$ cat src/rtl/mac_da_lookup_sched_if.sv
// Bundle of request/response and MAC-table lookup signals shared by the
// DA lookup scheduler and its requesters / table.
interface mac_da_lookup_sched_if #(
  parameter int pPORT_NUM = 4,
  parameter int pADDR_W   = 14
);
  localparam int PW = (pPORT_NUM > 1) ? $clog2(pPORT_NUM) : 1;

  logic [pPORT_NUM-1:0]         i_req;
  logic [pPORT_NUM*pADDR_W-1:0] i_da;
  logic [pPORT_NUM-1:0]         o_ack;
  logic                         i_tbl_wr_en;
  logic [pADDR_W-1:0]           o_MAC_DA;
  logic [PW-1:0]                i_tbl_port;
  logic                         i_tbl_hit;
  logic [pPORT_NUM-1:0]         o_rsp_val;
  logic [PW-1:0]                o_rsp_port;
  logic                         o_rsp_flood;
  logic                         o_rsp_local;
  logic                         o_busy;

  // Scheduler side
  modport slave (
    input  i_req, i_da, i_tbl_wr_en, i_tbl_port, i_tbl_hit,
    output o_ack, o_MAC_DA, o_rsp_val, o_rsp_port, o_rsp_flood, o_rsp_local, o_busy
  );

  // Requester / table side
  modport master (
    output i_req, i_da, i_tbl_wr_en, i_tbl_port, i_tbl_hit,
    input  o_ack, o_MAC_DA, o_rsp_val, o_rsp_port, o_rsp_flood, o_rsp_local, o_busy
  );
endinterface

$ cat src/rtl/mac_da_lookup_sched.sv
// Round-robin scheduler sharing the MAC table DA lookup port among the rx
// ports; waits the table read latency and returns a one-hot response.
module mac_da_lookup_sched #(
  parameter int pPORT_NUM   = 4,
  parameter int pADDR_W     = 14,
  parameter int pLOOKUP_LAT = 1
) (
  input logic                  iclk,
  input logic                  irst,
  mac_da_lookup_sched_if.slave bus
);
  localparam int PW = (pPORT_NUM > 1) ? $clog2(pPORT_NUM) : 1;
  localparam int CW = (pLOOKUP_LAT > 0) ? $clog2(pLOOKUP_LAT + 1) : 1;
  localparam logic [CW-1:0] LAT_LOAD  = CW'(pLOOKUP_LAT);
  localparam logic [PW-1:0] LAST_PORT = PW'(pPORT_NUM - 1);

  typedef enum logic [1:0] {IDLE, LOOKUP, RESP} state_t;

  typedef struct packed {
    logic          flood;
    logic          lcl;
    logic [PW-1:0] port;
  } rsp_t;

  state_t state, state_nxt;

  logic [PW-1:0]      rr_ptr;
  logic [CW-1:0]      cnt;
  logic [PW-1:0]      gnt_idx;
  logic [PW-1:0]      cand;
  logic               gnt_found;
  logic               take;

  logic [PW-1:0]      gnt_p0;
  logic [pADDR_W-1:0] da_p0;
  logic               tbl_hit_p1;
  logic [PW-1:0]      tbl_port_p1;

  logic [pPORT_NUM-1:0] ack;
  logic [pPORT_NUM-1:0] rsp_val;
  rsp_t                 rsp;

  function automatic logic [PW-1:0] next_ptr(input logic [PW-1:0] g);
    return (g == LAST_PORT) ? '0 : g + PW'(1);
  endfunction

  // Miss floods; a hit pointing back at the source means the frame is local.
  function automatic rsp_t resolve(input logic hit, input logic [PW-1:0] tport,
                                   input logic [PW-1:0] src);
    rsp_t r;
    r = '0;
    if (!hit) begin
      r.flood = 1'b1;
    end else if (tport == src) begin
      r.lcl  = 1'b1;
      r.port = src;
    end else begin
      r.port = tport;
    end
    return r;
  endfunction

  always_comb begin
    gnt_found = 1'b0;
    gnt_idx   = '0;
    cand      = '0;
    for (int i = 0; i < pPORT_NUM; i++) begin
      cand = PW'((int'(rr_ptr) + i) % pPORT_NUM);
      if (!gnt_found && bus.i_req[cand]) begin
        gnt_found = 1'b1;
        gnt_idx   = cand;
      end
    end
  end

  assign take = (state == IDLE) && !bus.i_tbl_wr_en && gnt_found && !irst;

  always_comb begin
    state_nxt = state;
    case (state)
      IDLE:    if (take) state_nxt = LOOKUP;
      LOOKUP:  if (cnt == '0) state_nxt = RESP;
      RESP:    state_nxt = IDLE;
      default: state_nxt = IDLE;
    endcase
  end

  // Stage p0: grant accepted, key captured and presented to the table
  always_ff @(posedge iclk) begin
    if (irst) begin
      state  <= IDLE;
      rr_ptr <= '0;
      cnt    <= '0;
      gnt_p0 <= '0;
      da_p0  <= '0;
    end else begin
      state <= state_nxt;
      if (take) begin
        gnt_p0 <= gnt_idx;
        rr_ptr <= next_ptr(gnt_idx);
        cnt    <= LAT_LOAD;
        da_p0  <= bus.i_da[int'(gnt_idx)*pADDR_W +: pADDR_W];
      end else if (state == LOOKUP && cnt != '0) begin
        cnt <= cnt - CW'(1);
      end
    end
  end

  // Stage p1: table result sampled once the read latency has elapsed
  always_ff @(posedge iclk) begin
    if (state == LOOKUP && cnt == '0) begin
      tbl_hit_p1  <= bus.i_tbl_hit;
      tbl_port_p1 <= bus.i_tbl_port;
    end
  end

  always_comb begin
    ack = '0;
    if (take) ack[gnt_idx] = 1'b1;
  end

  always_comb begin
    rsp_val = '0;
    rsp     = '0;
    if (state == RESP) begin
      rsp_val[gnt_p0] = 1'b1;
      rsp             = resolve(tbl_hit_p1, tbl_port_p1, gnt_p0);
    end
  end

  assign bus.o_ack       = ack;
  assign bus.o_MAC_DA    = da_p0;
  assign bus.o_rsp_val   = rsp_val;
  assign bus.o_rsp_port  = rsp.port;
  assign bus.o_rsp_flood = rsp.flood;
  assign bus.o_rsp_local = rsp.lcl;
  assign bus.o_busy      = (state != IDLE);

  always_ff @(posedge iclk) begin
    if (!irst) begin
      assert ($onehot0(ack));
      assert ($onehot0(rsp_val));
      assert (!((|ack) && (|rsp_val)));
    end
  end
endmodule

$ cat src/flat_wrapper.sv
// flat-port wrapper written by rule: the top's interface ports become plain ports
module mac_da_lookup_sched_flat 
#(
  parameter int pPORT_NUM   = 4,
  parameter int pADDR_W     = 14,
  parameter int pLOOKUP_LAT = 1
)
  (iclk, irst, bus_i_req, bus_i_da, bus_i_tbl_wr_en, bus_i_tbl_port, bus_i_tbl_hit, bus_o_ack, bus_o_MAC_DA, bus_o_rsp_val, bus_o_rsp_port, bus_o_rsp_flood, bus_o_rsp_local, bus_o_busy);
  mac_da_lookup_sched_if #(.pPORT_NUM(pPORT_NUM), .pADDR_W(pADDR_W)) bus_i ();
  input logic iclk;
  input logic irst;
  input wire logic [$bits(bus_i.i_req)-1:0] bus_i_req;
  input wire logic [$bits(bus_i.i_da)-1:0] bus_i_da;
  input wire logic [$bits(bus_i.i_tbl_wr_en)-1:0] bus_i_tbl_wr_en;
  input wire logic [$bits(bus_i.i_tbl_port)-1:0] bus_i_tbl_port;
  input wire logic [$bits(bus_i.i_tbl_hit)-1:0] bus_i_tbl_hit;
  output wire logic [$bits(bus_i.o_ack)-1:0] bus_o_ack;
  output wire logic [$bits(bus_i.o_MAC_DA)-1:0] bus_o_MAC_DA;
  output wire logic [$bits(bus_i.o_rsp_val)-1:0] bus_o_rsp_val;
  output wire logic [$bits(bus_i.o_rsp_port)-1:0] bus_o_rsp_port;
  output wire logic [$bits(bus_i.o_rsp_flood)-1:0] bus_o_rsp_flood;
  output wire logic [$bits(bus_i.o_rsp_local)-1:0] bus_o_rsp_local;
  output wire logic [$bits(bus_i.o_busy)-1:0] bus_o_busy;
  assign bus_i.i_req = bus_i_req;
  assign bus_i.i_da = bus_i_da;
  assign bus_i.i_tbl_wr_en = bus_i_tbl_wr_en;
  assign bus_i.i_tbl_port = bus_i_tbl_port;
  assign bus_i.i_tbl_hit = bus_i_tbl_hit;
  assign bus_o_ack = bus_i.o_ack;
  assign bus_o_MAC_DA = bus_i.o_MAC_DA;
  assign bus_o_rsp_val = bus_i.o_rsp_val;
  assign bus_o_rsp_port = bus_i.o_rsp_port;
  assign bus_o_rsp_flood = bus_i.o_rsp_flood;
  assign bus_o_rsp_local = bus_i.o_rsp_local;
  assign bus_o_busy = bus_i.o_busy;
  mac_da_lookup_sched #(.pPORT_NUM(pPORT_NUM), .pADDR_W(pADDR_W), .pLOOKUP_LAT(pLOOKUP_LAT)) u_core (.iclk(iclk), .irst(irst), .bus(bus_i));
endmodule
$ cat config.mk
export PLATFORM = sky130hd
export DESIGN_NAME = mac_da_lookup_sched_flat
export DESIGN_NICKNAME = d
export VERILOG_FILES = /design/src/rtl/mac_da_lookup_sched_if.sv /design/src/rtl/mac_da_lookup_sched.sv /design/src/flat_wrapper.sv
export SDC_FILE = /design/constraint.sdc
export NUM_CORES = 1
export LEC_CHECK = 0
export CAP_MARGIN = 10
export CORE_MARGIN = 2
export CORE_UTILIZATION = 38
export CTS_CLUSTER_DIAMETER = 50
export DETAILED_ROUTE_END_ITERATION = 7
export PLACE_DENSITY_LB_ADDON = 0.2
export SYNTH_ARGS = -nofsm -noshare
export SYNTH_HDL_FRONTEND = slang
export SYNTH_SLANG_ARGS = --single-unit
$ cat constraint.sdc
create_clock -name iclk -period 2 [get_ports iclk]
set_input_delay 0.3 -clock iclk [delete_from_list [all_inputs] [get_ports iclk]]
set_output_delay 0.3 -clock iclk [all_outputs]
set_load 0.1 [all_outputs]
==> results.toml <==
[setup_path]
critical_path_peak_fanout = 5
crit_path_end_kind = "primary output"
path_delay_family = "flip-flops"
worstSetupPathType = "reg -> out"
crit_chain = "nand2_2, a221o_1, nand2_2, buf_6, ha_4, and2_4, buf_12"
worstPathRequired_ps = 1700
critPathSlowestCell = "dfxtp_4"
worst-path-buf-inv = 2
path_common_cell = "nand2_2"
start_kind = "register"
critPathArrivalTime_ps = 1740
critical_path.max_stage_delay_ps = 400

[timing]
period_needed_ps = 2040
timing.final.ws_setup_ps = -36.3
rsz0062_at_grt = "yes"
fmax_mhz = 491
setup_viol = 4
final.setup_skew_ps = 3.91
worst_pin_slew_ps = 467
whs_ps = 495
hold_viol_final = 0
period_share = 1.02
drv_slew = 0
relSlewSlack = 0.688

[synthesis]
synth_nets = 249
synth_flop_cell = "dfxtp_1"
synth-compound-area-share = 0.262
synth_area_sq_mm = 0.00156
syn_area_per_cell_sq_um = 8.73
async_flop_share = 0
synth_seq_area_share = 0.327
muxShareOfSynthArea = 0.0905
synthSimpleGateAreaFrac = 0.237
yosys_warnings = 0
synth_edf_count = 3
ys_ff_latch = 24
yosysUniqueCellTypes = 39
syn_inst = 179
synth_fa_ha_area_frac = 0.0320
synth_xor_area_frac = 0.0112
synth_top_family_by_area = "compound AO/OA/AOI/OAI gates"

[placed_design]
numPortBuffers = 92
dpl.hpwl_mm = 4.30
gp_congestion = 0.839
postPlaceCellArea_sq_mm = 0.00284

[global_route]
grt_pass1_vias = 1845
grt_first_pass_wirelength_mm = 8.54
grt_max_degree = 15
overflow = 0
antenna_found_initial = 0
track_usage = 0.249

[floorplan]
coreArea_sq_mm = 0.00397
start_util = 0.394
design.portCount = 93
die_w_um = 68.1
rows = 23
die_h_um = 68.1
die_area_sq_mm = 0.00464

[route]
wire_per_inst_um = 16.0
first_pass_iters = 4
postRouteAntennaNets = 0
via_per_inst = 5.38
drc = 0
drt_iter0_drc = 102
vias = 1883
wl_mm = 5.60

[run]
drv_cap = 0

[pwr]
power_density_mw_per_mm2 = 646
leakage_uw = 0.00126
power.total_uw = 1960
peakVddDrop_v = 0.000461

[clocking]
htreeDepth = 1
cts_sinks = 24
cts_tree = "done"
clock_latency_ps = 280
clockRootBuffer = "clkbuf_8"
cts_buffer_depth = 2
cts_buffers = 3
cts.clk_slew.worst_paths_ps = 90

[finish]
area_delta_synth_final_pct = 94.2
antennaDiodeCount = 0
drive_above_1_share = 0.317
fin_nets = 371
finish.instance_area_sq_mm = 0.00304
fin_util = 0.764

[status]
violations = "negative setup slack"
status = "finished with violations"

[min_path]
worst_hold_path_type = "reg -> reg"
-- placed cells by master, fill, tap and decap left out, types with 3 or more instances in the layout --
cell type,instances
and2_4,3
nand2_1,5
nand3_1,21
a21o_1,10
nand2b_1,4
mux2i_1,9
clkdlybuf4s50_1,61
clkbuf_8,3
nand4_1,6
dfxtp_1,19
buf_12,15
a21oi_1,9
nor2_1,6
buf_4,46
o21ai_0,13
dlygate4sd2_1,3
o211ai_1,6
a211oi_1,7
a221o_1,4
edfxtp_1,3
and3_1,6
-- stage by stage --
stage	setup WS, ps	setup TNS, ps	cells
5_1_grt	-114	-405	350
3_3_place_gp	-257	-2640	338
2_1_floorplan	-289	-577	179
6_report	-36.3	-110	350
4_1_cts	-41.8	-139	346
3_5_place_dp	-361	-3580	338
-- state kept, by name (all words and copies together), names as in the netlist --
name and count:
u_core.gnt_p0 2, u_core.tbl_port_p1 2, u_core.bus.o_MAC_DA 14, u_core.rr_ptr 2, u_core.cnt 1, u_core.state 2
u_core.tbl_hit_p1 1
-- worst register-to-register path, delay by kind of cell (launching register included) --
| family | cells | cell delay, ps |
|---|---|---|
| muxes | 2 | 580 |
| AOI/OAI and AO/OA | 2 | 420 |
| DFF | 1 | 400 |
| and+or+nand+nor | 1 | 170 |
| buffers and inverters | 2 | 240 |
-- cell type report --
class | count | area (sq um)
flip-flops and latches | 24 | 515
clock buffers | 3 | 41.3
fillers | 277 | 936
well taps | 50 | 62.6
inverters | 4 | 20.0
repair buffers | 127 | 1300
multi-input cells | 141 | 1070
clock inverters | 1 | 30.0
-- cell families after synthesis --
| group | after synthesis |
|---|---|
| AND/OR/NAND/NOR | 66 |
| AO/OA/AOI/OAI | 56 |
| flip-flops | 24 |
| buffers and inverters | 14 |
| multiplexers | 13 |
| adder cells (fa/ha/maj) | 4 |
| XOR/XNOR | 2 |
-- path summary, 6_finish.rpt --
kind | depth (start not counted) | slack (ps) | startpoint | to
setup reg to reg | 7 | 90 | u_core.rr_ptr[1] | u_core.bus.o_MAC_DA[13]
setup / recovery | 7 | -40 | u_core.rr_ptr[1] | bus_o_ack[0]
hold reg to reg | 1 | 500 | u_core.cnt | u_core.state[1]
hold / removal | 1 | 500 | u_core.cnt | u_core.state[1]
-- metal layers --
layer  global-route usage  vias up  wire, um
met5                    0        -         0
li1                     -      915         -
met3               0.0510        9       387
met2                0.447       80      2950
met1                0.293      879      2190
met4               0.0825        0        70
-- power breakdown --
group	internal, uW	switching, uW	total [uW]
Clock	268	175	444
Sequential	540	39.0	579
Combinational	371	568	940
Total	1180	783	1960
-- Yosys cell counts, types with 2 or more instances --
cell type | number | area (sq um)
dfxtp_1 | 21 | 420
and3_1 | 6 | 37.5
edfxtp_1 | 3 | 90.1
nor2b_1 | 3 | 18.8
nor2_1 | 8 | 30.0
mux2_1 | 2 | 22.5
nor2_4 | 2 | 22.5
inv_1 | 3 | 11.3
buf_4 | 2 | 15.0
o21ai_0 | 13 | 65.1
a211oi_1 | 7 | 52.6
nand2_1 | 7 | 26.3
mux2i_1 | 9 | 90.1
nand3_1 | 21 | 105
and2_1 | 4 | 25.0
a221o_1 | 4 | 40.0
clkbuf_1 | 7 | 26.3
a21o_1 | 10 | 75.1
ha_1 | 4 | 50.1
a21oi_1 | 9 | 45.0
nand2b_1 | 4 | 25.0
o211ai_1 | 6 | 45.0
nor3_1 | 3 | 15.0
nand4_1 | 6 | 37.5
-- timing repair --
action / in CTS / in global routing
gates resized for setup: 15 / 9
buffers inserted: 4 / 4
hold buffers: 0 / 0
pin swaps: 5 / 5
endpoints found under the setup margin: 4 / 8
(Power assumes the default switching activity.)
==> RTL change 1: new RTL, config.mk and constraints unchanged <==
Reset style: asynchronous (`irst`), changed in one clocked block.
--- a/src/rtl/mac_da_lookup_sched.sv
+++ b/src/rtl/mac_da_lookup_sched.sv
@@ -86,7 +86,7 @@
   end
 
   // Stage p0: grant accepted, key captured and presented to the table
-  always_ff @(posedge iclk) begin
+  always_ff @(posedge iclk or posedge irst) begin
     if (irst) begin
       state  <= IDLE;
       rr_ptr <= '0;
Check against the original RTL: differs if irst is asserted again (counterexample within 4 cycles, from zero or initial values and one cycle with irst high); with irst held inactive, the same outputs for 4 cycles.
==> RTL change 1 against the unedited design <==
The flow still finishes with violations (setup timing). Cell area fell by 0.12%. Routed wire length fell by 22%. Global-route usage is 4.8 points lower. Count of clock-buffer cells in the layout unchanged. Worst setup slack lost 96 ps. Sequential cell count is the same. Sequential share of layout area rose by 3.3 points. Area after synthesis decreased by 1.0%.
Power is not compared: it rests on default switching activity, and its combinational part moved more than twofold at a synthesized area within 25%.
==> RTL change 1: results (changes against the unedited design) <==
\begin{tabular}{lr}
\hline
Metric & Value \\
\hline
\multicolumn{2}{l}{\textbf{Logic synthesis}} \\
Proportion of synthesized chip area in sequential cells & 39.8\% (+7.1 points) \\
Synth unique cells & 36 (-7.7\%) \\
List of most frequent post-synthesis cells & mux2i\_1, dfrtp\_1, nand2\_1, nor2\_1, o221ai\_2 \\
Mean instance size in the synthesized netlist & 10.4 um\^{}2 (+20\%) \\
Async set-or-reset flop fraction in the synthesized netlist & 87.5\% (+88 points) \\
Synth area leaders & dfrtp\_1, mux2i\_1, o221ai\_2, edfxtp\_1, nand2\_1 \\
Number of nets in the synthesized netlist & 218 (-12\%) \\
\multicolumn{2}{l}{\textbf{Clocking}} \\
PostCTS Resize Cnt & 9 (-6) \\
Root buf cell & clkbuf\_8 \\
\multicolumn{2}{l}{\textbf{Cells and area}} \\
Net count reported at finish & 334 (-10\%) \\
Fill count & 265 (-4.3\%) \\
Fraction of layout instances using a drive strength above 1 & 41.1\% (+9.4 points) \\
\multicolumn{2}{l}{\textbf{Worst setup path}} \\
Data arrival time of the critical path & 1830 ps (+90 ps) \\
Largest fanout on the critical path & 4 (-1) \\
\multicolumn{2}{l}{\textbf{Global route}} \\
Aggregate global-route resource usage & 20.2\% (-4.8 points) \\
Vias in the first global route & 1577 (-15\%) \\
Wire length of the first global-routing pass & 7000 um (-18\%) \\
\multicolumn{2}{l}{\textbf{Placement}} \\
HPWL after detailed placement & 3220 um (-25\%) \\
Cell total after placement & 297 (-12\%) \\
Area post-placement & 2760 um\^{}2 (-2.9\%) \\
Final Wtd Congestion & 0.723 (-14\%) \\
\multicolumn{2}{l}{\textbf{Detailed routing}} \\
Length of the first detailed-routing pass in iterations & 4 (unchanged) \\
DR vias/cell & 4.84 (-10\%) \\
Detailed-route via count & 1514 (-20\%) \\
Routed wire length & 4340 um (-22\%) \\
Initial drt markers & 48 (-53\%) \\
\multicolumn{2}{l}{\textbf{Outcome}} \\
Failing checks & setup timing \\
Outcome & complete, but fails checks \\
\multicolumn{2}{l}{\textbf{STA}} \\
Max-slew headroom & 78.9\% (+10 points) \\
Final setup violation count & 4 (unchanged) \\
Skew final & 4.38 ps (+0.469 ps) \\
Final worst setup slack & -132 ps (-96.2 ps) \\
\multicolumn{2}{l}{\textbf{Pwr}} \\
Max IR drop VDD & 1.22 mV \\
\hline
\end{tabular}
==> RTL change 1: cell types whose count changed after synthesis, moves of 9 or more <==
cell,before,now
a21o_1,10,1
dfrtp_1,0,21
dfxtp_1,21,0
mux2i_1,9,28
nand2_1,7,19
nand3_1,21,1
o21ai_0,13,1
o221ai_2,0,10
==> RTL change 1: power groups by stage <==
stage	logic [W]	clock network (W)	registers [W]
2_1_floorplan	0.00130	0	0.00181
3_3_place_gp	0.00301	0	0.000875
3_5_place_dp	0.00304	0	0.000881
4_1_cts	0.00313	0.000431	0.000875
5_1_grt	0.00348	0.000458	0.000909
6_report	0.00332	0.000423	0.000887
==> RTL change 1: final timing paths <==
path | start | end | slack (ps) | cells after the start
setup / recovery | u_core.rr_ptr[1] | bus_o_ack[3] | -130 | 8
hold / removal | u_core.cnt | u_core.state[1] | 480 | 1
setup reg to reg | u_core.state[1] | u_core.rr_ptr[1] | 10 | 5
hold reg to reg | u_core.cnt | u_core.state[1] | 480 | 1
max in group asynchronous | irst | u_core.bus.o_MAC_DA[9] | 1290 | 4
min in group asynchronous | irst | u_core.bus.o_MAC_DA[2] | 510 | 4
==> RTL change 1: per-layer routing <==
| layer | GRT usage (%) | up-vias | wire length (um) |
|---|---|---|---|
| li1 | - | 759 | - |
| met4 | 6.50 | 0 | 46 |
| met2 | 36.6 | 52 | 2320 |
| met5 | 0 | - | 0 |
| met3 | 3.50 | 4 | 233 |
| met1 | 23.9 | 699 | 1740 |
==> RTL change 1: worst max-delay path, cell delays in order, from the launching register on <==
cell and delay [ps]:
dfrtp_1 420, a21oi_2 80, or3_4 400, o211ai_4 120, inv_2 90, ha_1 190, inv_2 70, nor2_4 40
buf_12 160
==> RTL change 1: per-stage QoR <==
stage,util [%],TNS (ps),setup slack [ps]
6_report,76.3,-498,-132
5_1_grt,76.3,-1230,-205
4_1_cts,72.9,-665,-178
3_5_place_dp,69.4,-5500,-336
3_3_place_gp,69.4,-4860,-308
2_1_floorplan,-,-1350,-348
==> RTL change 1: cell families after synthesis <==
kind of cell / after synthesis / share of synthesized area [%]
compound gates: 23 / 16.2
xor+xnor: 2 / 1.13
fa+ha+maj: 4 / 3.24
buf+inv: 19 / 5.66
flops: 24 / 39.8
mux: 29 / 18.9
simple gates: 47 / 15.1
==> RTL change 1: cell type report <==
| class | instances | share of cell area, % |
|---|---|---|
| Multi-Input combinational cell | 107 | 34.4 |
| Clock inverter | 1 | 0.991 |
| Inverter | 11 | 1.36 |
| Clock buffer | 3 | 1.36 |
| Tap cell | 50 | 2.06 |
| Sequential cell | 24 | 20.3 |
| Timing Repair Buffer | 117 | 39.5 |
==> RTL change 2: new RTL, config.mk and constraints unchanged <==
Without the edit above. `pPORT_NUM` is set to 4 in 3 places; all go to 8.
--- a/src/rtl/mac_da_lookup_sched_if.sv
+++ b/src/rtl/mac_da_lookup_sched_if.sv
@@ -1,7 +1,7 @@
 // Bundle of request/response and MAC-table lookup signals shared by the
 // DA lookup scheduler and its requesters / table.
 interface mac_da_lookup_sched_if #(
-  parameter int pPORT_NUM = 4,
+  parameter int pPORT_NUM = 8,
   parameter int pADDR_W   = 14
 );
   localparam int PW = (pPORT_NUM > 1) ? $clog2(pPORT_NUM) : 1;
--- a/src/rtl/mac_da_lookup_sched.sv
+++ b/src/rtl/mac_da_lookup_sched.sv
@@ -1,7 +1,7 @@
 // Round-robin scheduler sharing the MAC table DA lookup port among the rx
 // ports; waits the table read latency and returns a one-hot response.
 module mac_da_lookup_sched #(
-  parameter int pPORT_NUM   = 4,
+  parameter int pPORT_NUM   = 8,
   parameter int pADDR_W     = 14,
   parameter int pLOOKUP_LAT = 1
 ) (
--- a/src/flat_wrapper.sv
+++ b/src/flat_wrapper.sv
@@ -1,7 +1,7 @@
 // flat-port wrapper written by rule: the top's interface ports become plain ports
 module mac_da_lookup_sched_flat 
 #(
-  parameter int pPORT_NUM   = 4,
+  parameter int pPORT_NUM   = 8,
   parameter int pADDR_W     = 14,
   parameter int pLOOKUP_LAT = 1
 )
Interface: changed (6 resized); port bits go from 93 to 163. The function was not compared with the original's and may differ.
==> RTL change 2 against the unedited design <==
The flow still finishes with violations (setup timing). Cell count grew 91%. Count of clock-buffer cells in the layout is the same. Clock power shrank 25%. Area after synthesis grew 96%. Sequential cell count grew 3. Worst setup slack lost 1500 ps. Cell area grew 110%. Routed wire length grew 130%. Total power grew to 3.8 times the old value. Synthesized cell count grew 86%. Critical endpoint is now bus_o_ack[5]. Largest cell class is now multi-input combinational cells. Largest power group unchanged. Highest routed layer unchanged.
==> RTL change 2: results (changes against the unedited design) <==
\begin{tabular}{lr}
\hline
Metric & Value \\
\hline
\multicolumn{2}{l}{\textbf{Outcome}} \\
Outcome & complete, but fails checks \\
Failing checks & setup timing \\
\multicolumn{2}{l}{\textbf{Logic synthesis}} \\
Proportion of synthesized chip area in sequential cells & 19.0\% (-14 points) \\
Synth unique cells & 58 (+49\%) \\
Async set-or-reset flop fraction in the synthesized netlist & 0\% (unchanged) \\
Number of nets in the synthesized netlist & 462 (+86\%) \\
Number of enable-type register cells in the synthesized netlist & 4 (+1) \\
Mean instance size in the synthesized netlist & 9.20 um\^{}2 (+5.4\%) \\
Synth area leaders & mux2i\_1, dfxtp\_1, mux4\_2, mux2\_2, edfxtp\_1 \\
YS warnings & 0 (unchanged) \\
List of most frequent post-synthesis cells & mux2i\_1, nand2\_1, nor2\_1, dfxtp\_1, mux2\_2 \\
\multicolumn{2}{l}{\textbf{Placement}} \\
Cell total after placement & 631 (+87\%) \\
HPWL after detailed placement & 8540 um (+99\%) \\
Final Wtd Congestion & 0.874 (+4.2\%) \\
Quantity of I/O buffers inserted on ports & 162 (+76\%) \\
\multicolumn{2}{l}{\textbf{Global route}} \\
Maximum number of pins on one net before global-route repair & 17 (+2) \\
Vias in the first global route & 3767 (+100\%) \\
Aggregate global-route resource usage & 26.3\% (+1.3 points) \\
Wire length of the first global-routing pass & 18400 um (+120\%) \\
\multicolumn{2}{l}{\textbf{Cells and area}} \\
Net count reported at finish & 695 (+87\%) \\
Number of flip-flops under the largest register name & 14 (unchanged) \\
Fraction of layout instances using a drive strength above 1 & 44.4\% (+13 points) \\
Fill count & 441 (+59\%) \\
\multicolumn{2}{l}{\textbf{Worst setup path}} \\
Maximum single-stage delay on the critical path & 540 ps (+140 ps) \\
Largest fanout on the critical path & 4 (-1) \\
Critical path's top delay family & multiplexers \\
Data arrival time of the critical path & 3200 ps (+1460 ps) \\
Critical Path Slowest Stage Cell & mux4\_2 \\
\multicolumn{2}{l}{\textbf{Detailed routing}} \\
Detailed-route via count & 3705 (+97\%) \\
Length of the first detailed-routing pass in iterations & 5 (+1) \\
Initial drt markers & 126 (+24\%) \\
Routed wire length & 12700 um (+130\%) \\
DR vias/cell & 5.55 (+3.2\%) \\
\multicolumn{2}{l}{\textbf{Clocking}} \\
CTS clock-pin slew for the worst setup and hold paths & 100 ps \\
Clk buf depth & 2 (unchanged) \\
Number of H-tree levels & 1 (unchanged) \\
\multicolumn{2}{l}{\textbf{STA}} \\
Skew final & 7.35 ps (+3.43 ps) \\
Sum of negative setup slack & -37850 ps (-37740 ps) \\
Max-slew headroom & 72.8\% (+4.0 points) \\
Final worst setup slack & -1500 ps (-1460 ps) \\
Final setup violation count & 30 (+26) \\
\multicolumn{2}{l}{\textbf{Pwr}} \\
Max IR drop VDD & 0.801 mV (+74\%) \\
Static Leak & 2.59 nW (+110\%) \\
\hline
\end{tabular}
[RTL change 2: changes by cell type after synthesis, sizes merged, moves of 9 or more]
| cell | change |
|---|---|
| nand3 | -14 |
| nand2 | +19 |
| buf | +13 |
| nor2 | +16 |
| mux2 | +18 |
| mux2i | +50 |
| a21o | -9 |
| mux4 | +12 |
[RTL change 2: cells by family (layout without fill, tap and decap cells)]
group / after synthesis / in the layout / synth area share, %
AO/OA/AOI/OAI: 78 / 78 / 20.4
XOR/XNOR: 10 / 10 / 2.86
adder cells (fa/ha/maj): 2 / 2 / 0.817
buffers and inverters: 28 / 260 / 5.35
flip-flops: 27 / 27 / 19.0
multiplexers: 93 / 93 / 36.3
AND/OR/NAND/NOR: 95 / 95 / 15.4
[RTL change 2: report_power, final]
| group | total (W) | internal, W | leakage, nW | switching, W |
|---|---|---|---|---|
| combinational | 0.00645 | 0.00335 | 2.34 | 0.00309 |
| clock | 0.000334 | 0.000142 | 0.0217 | 0.000192 |
| sequential | 0.000695 | 0.000626 | 0.227 | 0.0000694 |
| total | 0.00748 | 0.00412 | 2.59 | 0.00336 |
[RTL change 2: final timing paths]
path,startpoint,cells past startpoint,slack [ps],end
setup / recovery,u_core.rr_ptr[0],11,-1500,bus_o_ack[5]
hold / removal,u_core.cnt,1,510,u_core.state[1]
setup reg to reg,u_core.rr_ptr[0],16,-1470,u_core.bus.o_MAC_DA[6]
hold reg to reg,u_core.cnt,1,510,u_core.state[1]
[RTL change 2: cell type report]
type,count,area (um^2),area share [%]
clock buffers,3,41.3,0.656
clock inverters,1,7.51,0.119
inverters,5,26.3,0.417
multi-input cells,278,2780,44.2
repair buffers,251,2730,43.3
flip-flops and latches,27,586,9.30
well taps,102,128,2.03
[RTL change 2: per-layer routing]
metal,wire [um],track usage (%)
met5,0,0
met4,314,8.21
met3,667,3.45
met2,7110,48.8
met1,4630,31.0
[RTL change 2: stage by stage]
step           cell area, um^2  power [W]  setup WS (ps)
6_report                  6300    0.00748          -1500
5_1_grt                   6300    0.00780          -1630
2_1_floorplan             3310    0.00401          -2050
3_3_place_gp              5520    0.00536          -1580
4_1_cts                   6050    0.00673          -1490
3_5_place_dp              5520    0.00538          -1620
[RTL change 2: timing repair]
| item | CTS | global route |
|---|---|---|
| gates cloned | 2 | 2 |
| endpoints found under the setup margin | 32 | 30 |
| resized for setup | 76 | 37 |
| pin swaps | 26 | 17 |
| hold buffers | 0 | 0 |
| buffers inserted | 24 | 8 |
